**src/rtl/jk_ff_bank_pkg.sv**
```systemverilog
// Shared definitions for the JK flip-flop bank: mode encodings and the mode type.
// Every module in the bank imports this package so the encodings are defined once.
package jk_ff_bank_pkg;

    typedef enum logic [1:0] {
        MODE_JK   = 2'b00,
        MODE_UP   = 2'b01,
        MODE_DN   = 2'b10,
        MODE_LOAD = 2'b11
    } mode_t;

    localparam int MODE_W = 2;

endpackage : jk_ff_bank_pkg

```
**src/rtl/jk_ff_bank_jk_cell.sv**
```systemverilog
// Single JK flip-flop with synchronous reset to a per-cell value and a clock enable.
// Reset has priority over the enable; qb is always the inverse of the stored bit.
module jk_cell (
    input  logic clk,
    input  logic sync_reset,
    input  logic rst_val,
    input  logic ce,
    input  logic j,
    input  logic k,
    output logic q,
    output logic qb
);

    logic q_q;
    logic q_d;

    always_comb begin
        q_d = q_q;
        if (ce) begin
            unique case ({j, k})
                2'b00:   q_d = q_q;
                2'b01:   q_d = 1'b0;
                2'b10:   q_d = 1'b1;
                2'b11:   q_d = ~q_q;
                default: q_d = q_q;
            endcase
        end
    end

    always_ff @(posedge clk) begin
        if (sync_reset) begin
            q_q <= rst_val;
        end else begin
            q_q <= q_d;
        end
    end

    // qb is derived from q every cycle, so the pair can never drift apart.
    assign q  = q_q;
    assign qb = ~q_q;

endmodule : jk_cell

```
**src/rtl/jk_ff_bank.sv**
```systemverilog
// Bank of WIDTH JK cells with per-mode J/K steering: independent JK, up/down count, parallel load.
// There is no handshake: every edge with en=1 consumes j/k/d/mode, and q/qb/tc are always valid.
module jk_ff_bank
    import jk_ff_bank_pkg::*;
#(
    parameter int                WIDTH   = 4,
    parameter logic [WIDTH-1:0]  RST_VAL = {WIDTH{1'b0}}
) (
    input  logic              clk,
    input  logic              sync_reset,
    input  logic              en,
    input  logic [1:0]        mode,
    input  logic [WIDTH-1:0]  j,
    input  logic [WIDTH-1:0]  k,
    input  logic [WIDTH-1:0]  d,
    output logic [WIDTH-1:0]  q,
    output logic [WIDTH-1:0]  qb,
    output logic              tc
);

    mode_t             mode_s;
    logic [WIDTH-1:0]  q_w;
    logic [WIDTH-1:0]  qb_w;
    logic [WIDTH-1:0]  up_tog;
    logic [WIDTH-1:0]  dn_tog;
    logic [WIDTH-1:0]  j_s;
    logic [WIDTH-1:0]  k_s;

    assign mode_s = mode_t'(mode);

    // Bit i toggles when all lower bits are 1 (carry) or all 0 (borrow); bit 0 always toggles.
    always_comb begin
        up_tog = '0;
        dn_tog = '0;
        for (int i = 0; i < WIDTH; i++) begin
            up_tog[i] = 1'b1;
            dn_tog[i] = 1'b1;
            for (int b = 0; b < i; b++) begin
                up_tog[i] = up_tog[i] & q_w[b];
                dn_tog[i] = dn_tog[i] & ~q_w[b];
            end
        end
    end

    always_comb begin
        j_s = '0;
        k_s = '0;
        unique case (mode_s)
            MODE_JK: begin
                j_s = j;
                k_s = k;
            end
            MODE_UP: begin
                j_s = up_tog;
                k_s = up_tog;
            end
            MODE_DN: begin
                j_s = dn_tog;
                k_s = dn_tog;
            end
            MODE_LOAD: begin
                j_s = d;
                k_s = ~d;
            end
            default: begin
                j_s = '0;
                k_s = '0;
            end
        endcase
    end

    for (genvar g = 0; g < WIDTH; g++) begin : g_cell
        jk_cell u_cell (
            .clk        (clk),
            .sync_reset (sync_reset),
            .rst_val    (RST_VAL[g]),
            .ce         (en),
            .j          (j_s[g]),
            .k          (k_s[g]),
            .q          (q_w[g]),
            .qb         (qb_w[g])
        );
    end

    // Terminal count looks only at q and mode, so it stays visible while en is low.
    always_comb begin
        tc = 1'b0;
        unique case (mode_s)
            MODE_UP: tc = &q_w;
            MODE_DN: tc = ~|q_w;
            default: tc = 1'b0;
        endcase
    end

    assign q  = q_w;
    assign qb = qb_w;

endmodule : jk_ff_bank

```
**config.mk**
```make
export PLATFORM = sky130hd
export DESIGN_NAME = jk_ff_bank
export DESIGN_NICKNAME = d
export VERILOG_FILES = /design/src/rtl/jk_ff_bank_pkg.sv /design/src/rtl/jk_ff_bank_jk_cell.sv /design/src/rtl/jk_ff_bank.sv
export SDC_FILE = /design/constraint.sdc
export NUM_CORES = 1
export LEC_CHECK = 0
export ABC_AREA = 0
export CORE_AREA = 2 2 39 41
export DETAILED_ROUTE_END_ITERATION = 16
export DIE_AREA = 0 0 41 43
export HOLD_SLACK_MARGIN = 0.08
export PLACE_DENSITY = 0.8
export SLEW_MARGIN = 20
export SYNTH_ARGS = -nofsm -noshare
export SYNTH_HDL_FRONTEND = slang
export SYNTH_SLANG_ARGS = --single-unit
export TNS_END_PERCENT = 50
```
**constraint.sdc**
```tcl
create_clock -name clk -period 2.7 [get_ports clk]
set_input_delay 0.54 -clock clk [delete_from_list [all_inputs] [get_ports clk]]
set_output_delay 0.54 -clock clk [all_outputs]
set_load 0.02 [all_outputs]
```
Word-level counts from Yosys, hierarchy flattened
Cells that the tools add are included.
Widths: inputs -> output; s select.

storage, ports and cells
  output and inout bits = 9
  word-level logic and storage cells = 51
  input port bits = 17
  register bits = 4

cells by class
  equality and inequality tests = 15
  bitwise operators = 13
  mux-type cells = 7
  reduce and logical (&&, ||, !) cells = 12

operators by type and width
  operator            number
  $pmux 4 s4          2
  $eq 2x2->1 const B  10
  $pmux 1 s3          4
  $eq 2x1->1 const B  5
  $logic_not 2->1     5
  $not 1->1           8
  $reduce_and 2->1    4
  $and 1x1->1         4
  $not 4->4           1
  $reduce_and 4->1    1
  $reduce_or 4->1     1
  $pmux 1 s2          1
  $logic_not 1->1     1

Logic depth before layout (Yosys ltp)
Gate-level depths: netlist of run 1.

  depth in word-level cells = 7
  mapped depth = 6

Cells and area by module
Synthesis of run 1 repeated with hierarchy kept, for this count alone.

second synthesis, totals
  cell total of the unflattened synthesis = 71
  area total of the unflattened synthesis = 550.5 sq um

modules (own cells, without submodules)
  module      instances  area each (sq um)  cells an instance  seq. area each (sq um)
  jk_ff_bank  1          280.3              43                 0.0
  jk_cell     4          67.6               7                  30.0

Worst setup path before layout of run 1
Ideal clock, no wire load.

  kind = in2out
  start = input port mode[0]
  end = output port tc
  arrival = 1573 ps
  stages on the path = 5
  path slack = 587 ps
  cell sequence = inv_1 ha_1 or4b_4 nor2_1 o21a_1

on the way
  word-level cells in the longest chain between the ends = 2

RTL lines
  item                                      line              source
  start: declaration                        jk_ff_bank.sv:12  input logic [1:0] mode,
  $eq 2x2->1 or $eq 2x1->1 (tied branches)  jk_ff_bank.sv:88  unique case (mode_s)
  $pmux 1 s2 *                              jk_ff_bank.sv:88
  end: declaration                          jk_ff_bank.sv:18  output logic tc

Every way passes the cells marked *; elsewhere a longest branch is shown, timed or not.

Final worst setup path of run 1
Same ends and word-level chain as after synthesis.

==> impl_metrics.toml, run 1 <==
[cts]
h-tree-depth = 1
cts_buffer_depth = 2
cts_setup_buffers = 0
clock_latency_ns = 0.25
clockRootBuffer = "clkbuf_4"
numClockSinks = 4
path_clk_slew_ns = 0.04
cts_tree = "done"
cts_buffers = 3

[yosys]
netlist_area_um2 = 492
syn-instance-count = 65
synth_ff_type = "dfxtp_1"
synth_nets = 86
async_reset_ff_share_pct = 0
yosysWarnings = 0
avgSynthCellArea_um2 = 7.56
synth-edff-count = 0
synth_cell_types = 25
synth_seq_cells = 4
synth_seq_area_share_pct = 16.3

[sta]
slew_violations = 0
rsz0062_at_grt = "false"
max_freq_ghz = 0.392
setup_viol = 0
fin_worst_skew_ns = 0.00602
whs_ns = 0.624
final-hold-violation-count = 0
post-route-period-util_pct = 94.6
worstMarginPinSlew_ns = 0.329
post-route-min-period_ns = 2.55
slew_headroom_pct = 77.9

[run]
max-cap-violations = 0

[setup_path]
critPathMaxStageDelay_ns = 0.46
endpoint_kind = "primary output"
path_cells = "clkdlybuf4s50_1 -> inv_1 -> ha_1 -> or4b_4 -> nor2_1 -> o21a_1 -> buf_2"
critical_path_peak_fanout = 2
crit_path_start_kind = "input port"
worst-path-buf-inv = 3
cp_slowest_cell = "or4b_4"
cp_top_family = "buffers and inverters"
cp.arrival_ns = 2.01
criticalPathCategory = "in -> out"
cp.required_ns = 2.16

[detailed_routing]
drt_wl_total_um = 1200
drc = 0
firstDrtPassIters = 4
drtIter0Drc = 5
via_count = 536
ant_nets = 0
post_drt_wl_per_cell_um = 11.2
vias_per_cell = 5.01

[die]
coreArea_mm2 = 0.00138
io_pins = 26
start_util_pct = 35.5
fp.dieW_um = 41
die_area_mm2 = 0.00176
die_h_um = 43
rows = 14

[finish]
final_common_cell = "clkdlybuf4s50_1"
antenna_cells = 0
final_cell_mix = "24 x clkdlybuf4s50_1, 8 x inv_1, 7 x buf_4"
finalNetCount = 114
drive_gt1_share_pct = 17.6
fin_util_pct = 55.4
largest_register_ffs = 4
syn_to_final_growth_pct = 56.0

[grt]
grt.overflow.total = 0
grt_use_total_pct = 15.2
antenna_found_initial = 0
grt_pass1_wl_um = 1850
grt_pass1_vias = 459
grt_max_degree = 9

[pwr]
power.total_w = 0.000266
ir_worst_vdd_mv = 0.223
power_density_mw_per_mm2 = 347
p_leak_nw = 0.314

[run_status]
status = "completed"

[placement]
gp_congestion = 0.831
hpwl_um = 957
io_buffers = 25

[hold_path]
hp-class = "reg -> reg"
[layer usage]
layer	part of all wire [%]	vias to the layer above	track usage, %
met2	49	17	24.1
met3	6.1	0	6.28
li1	-	279	-
met1	45	240	18.2
met4	0	0	4.00
met5	0	-	0
[layout make-up]
type	count	area (µm²)
Clock buffer	3	22.5
Fill cell	147	617
Inverter	8	30.0
Multi-Input combinational cell	44	317
Sequential cell	4	80.1
Tap cell	16	20.0
Timing Repair Buffer	32	298
[cell usage after synthesis (2+ instances only)]
master | n | area, µm²
a21oi_1 | 6 | 30.0
ha_1 | 4 | 50.1
nand2b_1 | 5 | 31.3
a31oi_1 | 4 | 25.0
buf_4 | 8 | 60.1
nand2_1 | 3 | 11.3
nor3_1 | 3 | 15.0
dfxtp_1 | 4 | 80.1
inv_1 | 8 | 30.0
o211ai_1 | 4 | 30.0
nor2_1 | 2 | 7.51
[worst min-delay path: cells and delay by family, from the launching register on]
family	cells	cell delay (ns)
flip-flops	1	0.36
AND/OR/NAND/NOR	1	0.05
AO/OA/AOI/OAI	1	0.16
[power by group]
| part | switching (W) | internal [W] | total (W) |
|---|---|---|---|
| clock | 0.0000302 | 0.0000501 | 0.0000803 |
| sequential | 0.00000924 | 0.0000645 | 0.0000738 |
| combinational | 0.0000487 | 0.0000630 | 0.000112 |
[path summary, 6_finish.rpt]
check                           slack, ns  cells past startpoint               start                  to
worst max register to register       1.18                      5  g_cell[0].u_cell.q  g_cell[3].u_cell.q
worst min-delay path                 0.62                      2  g_cell[1].u_cell.q  g_cell[1].u_cell.q
worst min register to register       0.62                      2  g_cell[1].u_cell.q  g_cell[1].u_cell.q
worst max-delay path                 0.15                      7             mode[0]                  tc
[what timing repair did]
item,4_1_cts,5_1_grt
hold buffers,0,0
cloned,0,0
resized for setup,3,1
setup endpoints to repair,1,1
[stage by stage]
step	instance area, µm²	worst slack (ns)	instances	TNS [ns]
floorplan	492	0.587	65	0
detailed placement	749	-0.310	104	-0.310
global route	767	0.0883	107	0
finish	767	0.147	107	0
CTS	773	0.0345	107	0
global placement	749	-0.280	104	-0.280
[cells by family after synthesis]
| family | after synthesis | synth area share, % |
|---|---|---|
| AOI/OAI and AO/OA | 19 | 26.0 |
| adders and majority gates | 4 | 10.2 |
| buffers and inverters | 17 | 19.3 |
| DFF | 4 | 16.3 |
| muxes | 1 | 2.04 |
| and+or+nand+nor | 20 | 26.2 |
No activity file was read; power rests on OpenSTA's default activity.
==> run 2, diff against run 1 <==
==> constraint.sdc (replaced) <==
create_clock -name clk -period 2.7 [get_ports clk]
set_input_delay 0.54 -clock clk [delete_from_list [all_inputs] [get_ports clk]]
set_output_delay 0.54 -clock clk [all_outputs]
set_load 0.005 [all_outputs]
==> run 2 against run 1 <==
  * Total power decreased by 5.1%
  * Die area is the same
  * Cell count is the same
  * Via count grew 1.7%
  * Combinational power is 11% lower
  * Sequential share of layout area fell by 0.10 points
  * Utilization grew 0.54 points
  * Global-route usage is 0.18 points higher
  * Clock skew shrank 0.0014 ns
  * Register-to-register slack hardly changed
  * Sequential power about the same
  * Largest cell class unchanged
  * Largest power group unchanged
==> impl_metrics.toml, run 2 (synthesis gave the netlist of run 1 again) <==
[run_status]
status = "completed"

[die]
die_area_mm2 = 0.00176
io_pins = 26
coreArea_mm2 = 0.00138
fp.dieW_um = 41
rows = 14
start_util_pct = 35.5
die_h_um = 43

[placement]
gp_congestion = 0.831
io_buffers = 25
dp.cells = 104
hpwl_um = 964

[detailed_routing]
ant_nets = 0
firstDrtPassIters = 4
drc = 0
post_drt_wl_per_cell_um = 11.4
drt_wl_total_um = 1220
drtIter0Drc = 7
vias_per_cell = 5.09
via_count = 545

[grt]
grt_pass1_wl_um = 1900
grt.overflow.total = 0
grt_max_degree = 9
grt_use_total_pct = 15.4
grt_pass1_vias = 480
antenna_found_initial = 0

[cts]
cts_buffer_depth = 2
hold_buffers = 0
numClockSinks = 4
clockRootBuffer = "clkbuf_4"
cts_tree = "done"
path_clk_slew_ns = 0.04
h-tree-depth = 1
clock_latency_ns = 0.24
cts_buffers = 3

[finish]
syn_to_final_growth_pct = 57.5
antenna_cells = 0
final_cell_mix = "23 x clkdlybuf4s50_1, 7 x inv_1, 7 x buf_4"
final_common_cell = "clkdlybuf4s50_1"
finalNetCount = 114
final_cells = 107
largest_register_ffs = 4
drive_gt1_share_pct = 19.8

[sta]
whs_ns = 0.623
post-route-period-util_pct = 97.7
slew_violations = 0
setup_viol = 0
fin_worst_skew_ns = 0.00457
max_freq_ghz = 0.379
slew_headroom_pct = 77.0
final-hold-violation-count = 0
post-route-min-period_ns = 2.64
worstMarginPinSlew_ns = 0.343
timing.setup.tns_ns = 0
rsz0062_at_grt = "false"

[pwr]
power.total_w = 0.000252
ir_worst_vdd_mv = 0.218
p_leak_nw = 0.313
power_density_mw_per_mm2 = 326

[setup_path]
cp.arrival_ns = 2.10
criticalPathCategory = "in -> out"
critical_path_peak_fanout = 2
crit_path_start_kind = "input port"
cp.required_ns = 2.16
endpoint_kind = "primary output"

[hold_path]
hp-class = "reg -> reg"

[run]
max-cap-violations = 0
==> run 2: power breakdown <==
part / switching (W) / leakage (nW) / internal [W]
logic: 0.0000368 / 0.267 / 0.0000628
registers: 0.00000943 / 0.0330 / 0.0000646
clock network: 0.0000286 / 0.0138 / 0.0000500
total: 0.0000748 / 0.313 / 0.000177
==> run 2: cell type report <==
cell class              instances  area (µm²)
clock buffers                   3        22.5
fillers                       140         609
repair buffers                 32         300
flip-flops and latches          4        80.1
multi-input cells              44         322
inverters                       8        30.0
well taps                      16        20.0
==> run 2: metal layers <==
| metal | global-route usage, % | vias to the layer above | share of wire, % |
|---|---|---|---|
| met5 | 0 | - | 0 |
| met4 | 4.00 | 0 | 0 |
| met3 | 6.28 | 0 | 6.2 |
| met2 | 24.4 | 17 | 50 |
| met1 | 18.4 | 248 | 43 |
| li1 | - | 280 | - |
==> run 2: worst paths after layout <==
path	from	slack, ns	to	depth (start not counted)
worst max-delay path	mode[0]	0.06	tc	7
worst min-delay path	g_cell[1].u_cell.q	0.62	g_cell[1].u_cell.q	2
worst max register to register	g_cell[0].u_cell.q	1.17	g_cell[3].u_cell.q	5
worst min register to register	g_cell[1].u_cell.q	0.62	g_cell[1].u_cell.q	2
==> run 2: critical path: stages <==
cell and delay (ns):
clkdlybuf4s50_1 0.43, inv_2 0.07, ha_2 0.16, or4b_4 0.46
nor2_2 0.11, o21a_1 0.10, dlygate4sd2_1 0.22
==> run 2: what timing repair did <==
| action | 4_1_cts | 5_1_grt |
|---|---|---|
| pin swaps | 2 | 0 |
| setup buffers | 0 | 0 |
| gates resized for setup | 3 | 2 |
| setup endpoints to repair | 1 | 1 |
==> run 2: per-stage QoR <==
stage	instance area (µm²)	util, %	setup WS, ns
floorplan	492	-	0.685
finish	774	56.0	0.0625
detailed placement	749	54.2	-0.208
CTS	772	55.8	0.0416
global route	774	56.0	0.00263
global placement	749	54.2	-0.177
==> run 3, diff against run 2 <==
==> constraint.sdc (replaced) <==
create_clock -name clk -period 2.7 [get_ports clk]
set_input_delay 0.27 -clock clk [delete_from_list [all_inputs] [get_ports clk]]
set_output_delay 0.27 -clock clk [all_outputs]
set_load 0.005 [all_outputs]
==> run 3 against run 2 <==
  * Via count is 2.4% lower
  * Critical endpoint unchanged
  * Cell count is 6.5% lower
  * Utilization is 4.0 points lower
  * Hold slack better by 0.0061 ns
  * Setup slack better by 0.12 ns
  * Highest routed layer unchanged
  * Global-route usage is 0.80 points lower
  * Total power is 1.9% lower
  * Wire length is 0.66% higher
  * Largest power group unchanged
==> impl_metrics.toml, run 3 (synthesis gave the netlist of run 1 again) <==
[pwr]
power_density_mw_per_mm2 = 344
p_leak_nw = 0.278
power.total_w = 0.000248
ir_worst_vdd_mv = 0.168

[finish]
final_common_cell = "clkdlybuf4s50_1"
drive_gt1_share_pct = 9.52
fillerInstances = 141
antenna_cells = 0
largest_register_ffs = 4
final_cells = 100
final_cell_mix = "25 x clkdlybuf4s50_1, 8 x inv_1, 6 x a21oi_1"
syn_to_final_growth_pct = 46.3
finalNetCount = 107
fin_util_pct = 52.0

[cts]
hold_buffers = 0
h-tree-depth = 1
numClockSinks = 4
clockRootBuffer = "clkbuf_4"
cts_buffer_depth = 2
cts_buffers = 3
cts_setup_buffers = 0
cts_tree = "done"
clock_latency_ns = 0.25
post_cts_resized = 0
path_clk_slew_ns = 0.04

[setup_path]
crit_path_start_kind = "input port"
r2r-start = "g_cell[0].u_cell.q"
critical_path_peak_fanout = 4
regToRegEndpoint = "g_cell[3].u_cell.q"
cp.arrival_ns = 2.25
cp.required_ns = 2.43
r2r_cells = 4
endpoint_kind = "primary output"
criticalPathCategory = "in -> out"
r2r_slack_ns = 1.28

[die]
coreArea_mm2 = 0.00138
die_area_mm2 = 0.00176
start_util_pct = 35.5
fp.dieW_um = 41
io_pins = 26
rows = 14
die_h_um = 43

[sta]
timing.setup.tns_ns = 0
fin_worst_skew_ns = 0.00585
rsz0062_at_grt = "false"
slew_headroom_pct = 78.1
whs_ns = 0.629
final-hold-violation-count = 0
post-route-period-util_pct = 93.3
setup_viol = 0
slew_violations = 0
worstMarginPinSlew_ns = 0.328
max_freq_ghz = 0.397
post-route-min-period_ns = 2.52

[detailed_routing]
vias_per_cell = 5.32
drtIter0Drc = 27
drc = 0
via_count = 532
drt_wl_total_um = 1220
ant_nets = 0
firstDrtPassIters = 4
post_drt_wl_per_cell_um = 12.2

[placement]
hpwl_um = 974
gp_congestion = 0.845
dp.cells = 97
io_buffers = 25

[grt]
grt_pass1_wl_um = 1860
grt_use_total_pct = 14.6
grt_max_degree = 9
antenna_found_initial = 0
grt_pass1_vias = 477
grt.overflow.total = 0

[hold_path]
hp-class = "reg -> reg"
min_to = "g_cell[3].u_cell.q"
min-delay-start = "g_cell[3].u_cell.q"
whs_path_depth = 2

[run]
max-cap-violations = 0

[run_status]
status = "completed"
-- run 3: critical path, stage by stage --
cell and delay, ns:
clkdlybuf4s50_1 0.46, inv_1 0.11, ha_1 0.21, or4b_4 0.50, nor2_1 0.10, o21a_1 0.11
clkdlybuf4s50_1 0.49
-- run 3: area by class of cell --
type / count / area (µm²) / area share [%]
multi-input cells: 44 / 317 / 44.0
repair buffers: 25 / 250 / 34.8
flip-flops and latches: 4 / 80.1 / 11.1
inverters: 8 / 30.0 / 4.17
clock buffers: 3 / 22.5 / 3.13
well taps: 16 / 20.0 / 2.78
-- run 3: worst max-delay path by stage --
stage | start | to | slack, ns | cells past startpoint
6_report | mode[0] | tc | 0.18 | 7
5_1_grt | mode[0] | tc | 0.11 | 7
4_1_cts | mode[0] | tc | 0.19 | 7
3_5_place_dp | mode[0] | tc | 0.19 | 7
3_3_place_gp | mode[0] | tc | 0.23 | 7
2_1_floorplan | mode[0] | tc | 1.22 | 5
-- run 3: report_power, final --
| part | total [W] | switching [W] | leakage [nW] | internal [W] |
|---|---|---|---|---|
| registers | 0.0000739 | 0.00000935 | 0.0330 | 0.0000646 |
| logic | 0.0000937 | 0.0000357 | 0.232 | 0.0000580 |
| clock network | 0.0000799 | 0.0000298 | 0.0138 | 0.0000501 |
-- run 3: metrics by stage --
stage | instance area (µm²) | setup slack [ns]
CTS | 719 | 0.187
floorplan | 492 | 1.22
finish | 719 | 0.181
detailed placement | 697 | 0.191
global route | 719 | 0.110
global placement | 697 | 0.232
-- run 3: metal layers --
| layer | GRT usage, % | part of all wire, % | vias up | routed length, µm |
|---|---|---|---|---|
| li1 | - | - | 264 | - |
| met1 | 18.7 | 43 | 247 | 528 |
| met2 | 22.5 | 49 | 21 | 604 |
| met3 | 5.24 | 7.4 | 0 | 91 |
| met4 | 3.33 | 0 | 0 | 0 |
| met5 | 0 | 0 | - | 0 |
